$ cat src/rtl/dot_product_reducer.sv
// dot_product_reducer
//   Reduces packed N-lane unsigned product vectors to a single W-bit
//   dot-product sum. The input beat is registered, reduced by a
//   registered binary adder tree (log2(N) stages), then folded into an
//   accumulator. Vectors longer than N lanes arrive as several beats, and
//   in_last marks the final beat of each dot product.
//
//   Optional feature macro: REDUCER_OVF_FLAG_EN
//     defined   -> out_ovf port present; it flags any carry out of W bits in
//                  any tree addition or accumulation behind the result.
//     undefined -> no out_ovf port; all sums wrap silently modulo 2^W.
//
//   Ports
//     clk, rst    rising-edge clock, asynchronous active-high reset
//     in_valid    in_vector/in_last valid
//     in_ready    beat accepted this cycle (combinational from the output side)
//     in_vector   N lanes of W bits; lane i at [W*i +: W]
//     in_last     final beat of the current dot product
//     out_valid   out_sum holds a completed dot product
//     out_ready   sink accepts out_sum this cycle
//     out_sum     dot-product result
//     out_ovf     overflow flag (REDUCER_OVF_FLAG_EN only)
//
//   Timing: a last beat accepted at edge t gives out_valid=1 after edge
//   t+L+1. A single enable (en = !out_valid || out_ready) stalls every
//   stage at once, so beats in flight are never lost or reordered.

// One internal tree node: registered sum of two children.
module dpr_add_node #(
    parameter int W = 32
) (
    input  logic         clk,
    input  logic         rst,
    input  logic         en,
    input  logic [W-1:0] a,
    input  logic [W-1:0] b,
`ifdef REDUCER_OVF_FLAG_EN
    input  logic         a_ovf,
    input  logic         b_ovf,
    output logic         sum_ovf,
`endif
    output logic [W-1:0] sum
);

`ifdef REDUCER_OVF_FLAG_EN
    logic [W:0] full;
    assign full = {1'b0, a} + {1'b0, b};

    // Overflow is sticky up the tree: a node flags if it carried or if
    // either child already had.
    always_ff @(posedge clk or posedge rst) begin
        if (rst) begin
            sum     <= '0;
            sum_ovf <= 1'b0;
        end else if (en) begin
            sum     <= full[W-1:0];
            sum_ovf <= full[W] | a_ovf | b_ovf;
        end
    end
`else
    always_ff @(posedge clk or posedge rst) begin
        if (rst) begin
            sum <= '0;
        end else if (en) begin
            sum <= a + b;
        end
    end
`endif

endmodule

module dot_product_reducer #(
    parameter int N = 8,
    parameter int W = 32
) (
    input  logic           clk,
    input  logic           rst,
    input  logic           in_valid,
    output logic           in_ready,
    input  logic [N*W-1:0] in_vector,
    input  logic           in_last,
    output logic           out_valid,
    input  logic           out_ready,
    output logic [W-1:0]   out_sum
`ifdef REDUCER_OVF_FLAG_EN
    ,
    output logic           out_ovf
`endif
);

    localparam int L = $clog2(N);

    logic en;
    logic accept;

    assign en       = !out_valid || out_ready;
    assign in_ready = en;
    assign accept   = in_valid && en;

    // Stage 0: registered input lanes. Stage k (1..L) lives in the tree
    // nodes; vld_pipe[k]/last_pipe[k] describe the data held at stage k.
    logic [N-1:0][W-1:0] lane_q;
    logic [L:0]          vld_pipe;
    logic [L:0]          last_pipe;

    always_ff @(posedge clk or posedge rst) begin
        if (rst) begin
            lane_q    <= '0;
            vld_pipe  <= '0;
            last_pipe <= '0;
        end else if (en) begin
            if (accept) begin
                lane_q <= in_vector;
            end
            vld_pipe  <= {vld_pipe[L-1:0], accept};
            last_pipe <= {last_pipe[L-1:0], accept & in_last};
        end
    end

    // Heap-indexed tree: node i (1..N-1) sums children 2i and 2i+1, where
    // indices N..2N-1 are the input lanes. Node 1 is the root; the nodes of
    // stage k are N>>k .. (N>>(k-1))-1, so child pairs are lanes (2j, 2j+1)
    // of the previous stage.
    logic [N-1:1][W-1:0] node_sum;
`ifdef REDUCER_OVF_FLAG_EN
    logic [N-1:1]        node_ovf;
`endif

    for (genvar i = 1; i < N; i++) begin : g_node
        logic [W-1:0] a_s;
        logic [W-1:0] b_s;
        logic [W-1:0] s_q;
`ifdef REDUCER_OVF_FLAG_EN
        logic a_o;
        logic b_o;
        logic o_q;
`endif
        if (2 * i >= N) begin : g_leaf_kids
            assign a_s = lane_q[2*i-N];
            assign b_s = lane_q[2*i+1-N];
`ifdef REDUCER_OVF_FLAG_EN
            assign a_o = 1'b0;
            assign b_o = 1'b0;
`endif
        end else begin : g_node_kids
            assign a_s = node_sum[2*i];
            assign b_s = node_sum[2*i+1];
`ifdef REDUCER_OVF_FLAG_EN
            assign a_o = node_ovf[2*i];
            assign b_o = node_ovf[2*i+1];
`endif
        end

        dpr_add_node #(.W(W)) u_node (
            .clk    (clk),
            .rst    (rst),
            .en     (en),
            .a      (a_s),
            .b      (b_s),
`ifdef REDUCER_OVF_FLAG_EN
            .a_ovf  (a_o),
            .b_ovf  (b_o),
            .sum_ovf(o_q),
`endif
            .sum    (s_q)
        );

        assign node_sum[i] = s_q;
`ifdef REDUCER_OVF_FLAG_EN
        assign node_ovf[i] = o_q;
`endif
    end

    // Accumulator stage.
    logic [W-1:0] acc;
    logic [W-1:0] acc_next;

`ifdef REDUCER_OVF_FLAG_EN
    logic [W:0] acc_full;
    logic       acc_ovf;
    logic       ovf_next;

    assign acc_full = {1'b0, acc} + {1'b0, node_sum[1]};
    assign acc_next = acc_full[W-1:0];
    assign ovf_next = acc_ovf | node_ovf[1] | acc_full[W];
`else
    assign acc_next = acc + node_sum[1];
`endif

    always_ff @(posedge clk or posedge rst) begin
        if (rst) begin
            acc       <= '0;
            out_sum   <= '0;
            out_valid <= 1'b0;
`ifdef REDUCER_OVF_FLAG_EN
            acc_ovf   <= 1'b0;
            out_ovf   <= 1'b0;
`endif
        end else if (en) begin
            // en=1 means any pending result is being consumed (or none is
            // pending), so out_valid simply follows "a last beat completes".
            out_valid <= vld_pipe[L] && last_pipe[L];
            if (vld_pipe[L]) begin
                if (last_pipe[L]) begin
                    out_sum <= acc_next;
                    acc     <= '0;
`ifdef REDUCER_OVF_FLAG_EN
                    out_ovf <= ovf_next;
                    acc_ovf <= 1'b0;
`endif
                end else begin
                    acc     <= acc_next;
`ifdef REDUCER_OVF_FLAG_EN
                    acc_ovf <= ovf_next;
`endif
                end
            end
        end
    end

endmodule

$ cat config.mk
export PLATFORM = sky130hd
export DESIGN_NAME = dot_product_reducer
export DESIGN_NICKNAME = d
export VERILOG_FILES = /design/src/rtl/dot_product_reducer.sv
export SDC_FILE = /design/constraint.sdc
export NUM_CORES = 2
export LEC_CHECK = 0
export BUFFER_PORTS_ARGS = -buffer_cell sky130_fd_sc_hd__buf_2
export CAP_MARGIN = 15
export CORE_MARGIN = 2
export CORE_UTILIZATION = 55
export DETAILED_ROUTE_END_ITERATION = 10
export GPL_ROUTABILITY_DRIVEN = 0
export HOLD_SLACK_MARGIN = 0.06
export PLACE_DENSITY = 0.81
export SYNTH_ARGS = -nofsm -noshare
export SYNTH_HDL_FRONTEND = slang
export SYNTH_SLANG_ARGS = --single-unit
$ cat constraint.sdc
create_clock -name clk -period 15.9 [get_ports clk]
set_input_delay 0.795 -clock clk [delete_from_list [all_inputs] [get_ports clk]]
set_output_delay 0.795 -clock clk [all_outputs]
set_load 0.02 [all_outputs]
# After elaboration in Yosys (flattened, before gate mapping)
# Cells that the tools add are included.
dict set report word_totals {
  reg_bits 553
  inputBits 261
  out_inout_bits 34
  elab_cells 37
}
dict set report op_classes {
  addsub 8
  muxes 1
  bitwise_logic 1
  n_reduce_logical 7
}
# cell n
set op_table {}
lappend op_table {{$add 32x32->32} 8}
lappend op_table {{$mux 32} 1}
lappend op_table {{$reduce_and 2->1} 2}
lappend op_table {{$reduce_and 3->1} 1}
lappend op_table {{$logic_and 1x1->1} 2}
lappend op_table {{$and 1x1->1} 1}
lappend op_table {{$logic_not 1->1} 1}
lappend op_table {{$logic_or 1x1->1} 1}

# Depth between registers and ports, before layout
dict set report depth {
  depth_word 4
  mapped_depth 12
  mapped_depth_nobuf 12
}

# By module
# A second synthesis with hierarchy kept.
dict set report unflattened {
  hier_cells 3311
  area_unflattened_um2 34679.5
}
# mod instances cells_per_inst area_per_inst_um2 seq_area_each_um2
set by_module_without_submodules {}
lappend by_module_without_submodules {{dpr_add_node at g_node[3].u_node ...} 5 329 2972.9 800.8}
lappend by_module_without_submodules {dot_product_reducer 1 970 13759.4 8232.9}
lappend by_module_without_submodules {{dpr_add_node at g_node[1].u_node ...} 2 348 3027.9 800.8}

# Worst setup path after synthesis
# OpenSTA, ideal clock, no wires.
dict set report synth_timing {
  path_type {flip-flop to flip-flop}
  start {register lane_q (netlist bit g_node[7].a_s[0])}
  end {register g_node[7].u_node.sum[24]}
  setup_ns 0.140
  arrival_time_ns 2.970
  t_required_ns 15.760
  path_slack_ns 12.790
  path_stages_with_launch 13
  path_buffers 0
  period_less_slack_ns 3.110
  path_cell_list {dfrtp_1 -> ha_1 -> fa_1 -> a21o_1 -> a21o_1 -> a21oi_1 -> o21a_1 -> o21ai_1 -> a211oi_2 -> o21ai_1 -> a211o_1 -> a2111oi_0 -> a211oi_1}
}
dict set report synth_between {
  elab_chain_len 1
}
# element line
set synth_rtl {}
lappend synth_rtl {{from (decl)} 102} ;# logic [N-1:0][W-1:0] lane_q;
lappend synth_rtl {{from (signal assigned)} 113} ;# lane_q <= in_vector;
lappend synth_rtl {{$add 32x32->32} 65} ;# sum <= a + b;
lappend synth_rtl {{to (signal assigned)} 65}
lappend synth_rtl {{to (decl)} 42} ;# output logic [W-1:0] sum
# Every way passes these cells.
# A chain may end at the register's enable or synchronous reset.

# Final worst setup path
dict set report layout_timing {
  start {register out_valid}
  end {register lane_q (netlist bit g_node[4].a_s[6])}
}
dict set report layout_between {
  elab_chain_len 4
}
# element line
set layout_rtl {}
lappend layout_rtl {{from (decl)} 82} ;# output logic out_valid,
lappend layout_rtl {{from (signal assigned)} 202} ;# out_valid <= vld_pipe[L] && last_pipe[L];
lappend layout_rtl {{$logic_not 1->1 *} 96} ;# assign en = !out_valid || out_ready;
lappend layout_rtl {{$logic_or 1x1->1 *} 96}
lappend layout_rtl {{$logic_and 1x1->1} 98} ;# assign accept = in_valid && en;
lappend layout_rtl {{$reduce_and 2->1 (no source line) *} n/a}
# Every way passes the cells marked *; elsewhere a longest branch is shown, timed or not.

==> flow_metrics.env <==
export IMPL_required_ps=16400
export IMPL_critical_path_startpoint_type="flop"
export IMPL_diodes=0
export IMPL_fin_worst_skew_ps=30.8
export IMPL_antenna_found_initial=1
export IMPL_clock_sinks=553
export IMPL_worst_ep_arrival_time_ps=5710
export IMPL_crit_fanout=219
export IMPL_post_cts_buffers=0
export IMPL_slowest_delay_ps=850
export IMPL_seq_area_frac_synth=0.435
export IMPL_ctsHoldBuffers=0
export IMPL_netlist_area_um2=31800
export IMPL_endpoint_kind="flop"
export IMPL_ys_types=82
export IMPL_final_area_um2=36000
export IMPL_grt_setup_unrepaired="false"
export IMPL_drv_cap=0
export IMPL_port_buffer_count=294
export IMPL_path_common_cell="buf_4"
export IMPL_final_nets=3875
export IMPL_leakage_nw=16.5
export IMPL_async_reset_ff_frac=1.00
export IMPL_synth_cells=3100
export IMPL_cts_max_path_buffers=3
export IMPL_grtUsageTotal=0.245
export IMPL_ant_nets=0
export IMPL_ys_ff_latch=553
export IMPL_areaGrowthSynthToFinish_pct=13.2
export IMPL_dieArea_um2=59800
export IMPL_htreeDepth=2
export IMPL_setup_worst_path_start="out_valid$_DFFE_PP0N_"
export IMPL_synth_mux_area_frac=0.102
export IMPL_tns_ps=0
export IMPL_drt_iter0_drc=1643
export IMPL_crit_slowest_cell="buf_4"
export IMPL_grt_pass1_vias=22978
export IMPL_grt_first_pass_wirelength_um=120000
export IMPL_cts_tree="done"
export IMPL_synth_simple_area_share=0.102
export IMPL_synth_xor_area_share=0.0607
export IMPL_dp_hpwl_um=53400
export IMPL_grt_max_degree=220
export IMPL_syn_avg_cell_area_um2=10.3
export IMPL_drtPass1Iterations=7
export IMPL_peakVddDrop_v=0.000127
export IMPL_syn_nets=3617
export IMPL_pin_count=295
export IMPL_drv_slew=0
export IMPL_die_y_um=245
export IMPL_post_drt_via_cell_ratio=5.71
export IMPL_synth_fa_ha_area_frac=0.103
export IMPL_cts_resized_gates=0
export IMPL_die_w_um=245
export IMPL_grt_remaining_overflow=0
export IMPL_row_count=88
export IMPL_cp_cell_sequence="nor2b_4 > buf_12 > inv_8 > and2_4 > buf_4 > buf_4 > buf_4 > mux2_2"
export IMPL_tightestPinTransition_ps=1010
export IMPL_powerDensity_nw_per_um2=247
export IMPL_final_common_cell="dfrtp_1"
export IMPL_synth_top_family_by_area="compound AO/OA/AOI/OAI gates"
export IMPL_final_setup_viol_count=0
export IMPL_status="finished clean"
export IMPL_drive_gt1_frac=0.212
export IMPL_synth_edf_count=0
export IMPL_initial_utilization=0.554
export IMPL_routed_wirelength_um=73100
export IMPL_fmax_mhz=192
export IMPL_cts_buffers_inserted=59
export IMPL_finalCritPeriodShare=0.328
export IMPL_core_area_um2=57500
export IMPL_final_hold_viol_count=0
export IMPL_period_needed_ps=5210
export IMPL_cts_root_buf="clkbuf_16"
export IMPL_ys_warn_count=0
export IMPL_relSlewSlack=0.327
export IMPL_synth_top_flop_cell="dfrtp_1"
export IMPL_hold_start="in_vector[176]"
export IMPL_clk_pin_slew_ps=60
export IMPL_timing_rr_start="out_valid$_DFFE_PP0N_"
export IMPL_drcViolationCount=0
export IMPL_post_drt_wl_per_cell_um=17.5
export IMPL_synth_compound_area_frac=0.177
export IMPL_hp_class="primary input to flop"
export IMPL_clk_latency_ps=640
export IMPL_vias=23823
export IMPL_postPlaceCellArea_um2=34000
export IMPL_setup_worst_path_class="flop to flop"
export IMPL_final_cell_mix="dfrtp_1, buf_2, a21oi_1"
==> worst max-delay path: cells and delay by family (launching register included) <==
family	cells	cell delay [ps]
simple gates	2	840
buf+inv	5	3120
mux	1	420
flops	1	370
==> Yosys cell counts (27+ instances only) <==
cell,n,area share
xor2_1,99,0.027
xnor2_1,119,0.033
o21ai_0,185,0.029
a21o_1,118,0.028
a211oi_1,28,0.0066
clkbuf_1,101,0.012
dfrtp_1,553,0.43
ha_1,248,0.098
inv_1,56,0.0066
nand3_1,40,0.0063
mux2_2,286,0.10
nand2_1,280,0.033
a21oi_1,288,0.045
o21a_1,27,0.0064
o21bai_1,43,0.010
nand2b_1,32,0.0063
nor2_1,245,0.029
==> stage by stage <==
step	power [mW]	worst slack (ps)	utilization	std cells	hold slack, ps
finish	8.90	10690	0.627	4171	384
detailed placement	7.39	10250	0.591	4062	456
CTS	8.91	10670	0.627	4171	345
global route	9.63	10330	0.627	4171	360
global placement	7.27	10280	0.591	4062	454
floorplan	6.24	7580	-	3100	439
==> where the power goes <==
part | internal (mW) | switching (mW)
Clock | 0.867 | 0.580
Sequential | 2.02 | 0.438
Combinational | 2.20 | 2.80
==> final timing paths <==
check / cells past startpoint / to / slack (ps)
max: 8 / g_node[4].a_s[6]$_DFFE_PP0P_ / 10690
min: 2 / g_node[6].b_s[16]$_DFFE_PP0P_ / 380
max reg2reg: 8 / g_node[4].a_s[6]$_DFFE_PP0P_ / 10690
min reg2reg: 2 / last_pipe[2]$_DFFE_PP0N_ / 470
max in group asynchronous: 4 / g_node[6].b_s[31]$_DFFE_PP0P_ / 13930
min in group asynchronous: 3 / g_node[4].a_s[20]$_DFFE_PP0P_ / 420
==> logic make-up after synthesis <==
kind of cell | count (synthesis)
adders and majority gates | 256
xor gates and xnor gates | 219
muxes | 289
and+or+nand+nor | 739
buffers and inverters | 168
AOI/OAI and AO/OA | 876
DFF | 553
==> layout make-up <==
| cell class | count | area [um^2] |
|---|---|---|
| Clock buffer | 84 | 1680 |
| Clock inverter | 25 | 377 |
| Fill cell | 4690 | 21400 |
| Inverter | 57 | 225 |
| Multi-Input combinational cell | 2379 | 17300 |
| Sequential cell | 553 | 13800 |
| Tap cell | 765 | 957 |
| Timing Repair Buffer | 308 | 1610 |
==> state kept, by name, summed over array words and instances, names as in the netlist <==
name and flops:
vld_pipe 4, g_node.a_s 128, acc 32, g_node.u_node.sum 224, g_node.b_s 128, last_pipe 4
out_valid 1, out_sum 32
==> per-layer routing <==
layer | global-route usage | up-vias | part of all wire | wire length, um
met5 | 0 | - | 0.00016 | 12
met4 | 0.0710 | 2 | 0.025 | 1850
met3 | 0.0275 | 104 | 0.041 | 2960
met2 | 0.390 | 480 | 0.46 | 33800
met1 | 0.355 | 11525 | 0.47 | 34500
li1 | - | 11712 | - | -
No activity file was read; power rests on OpenSTA's default activity.
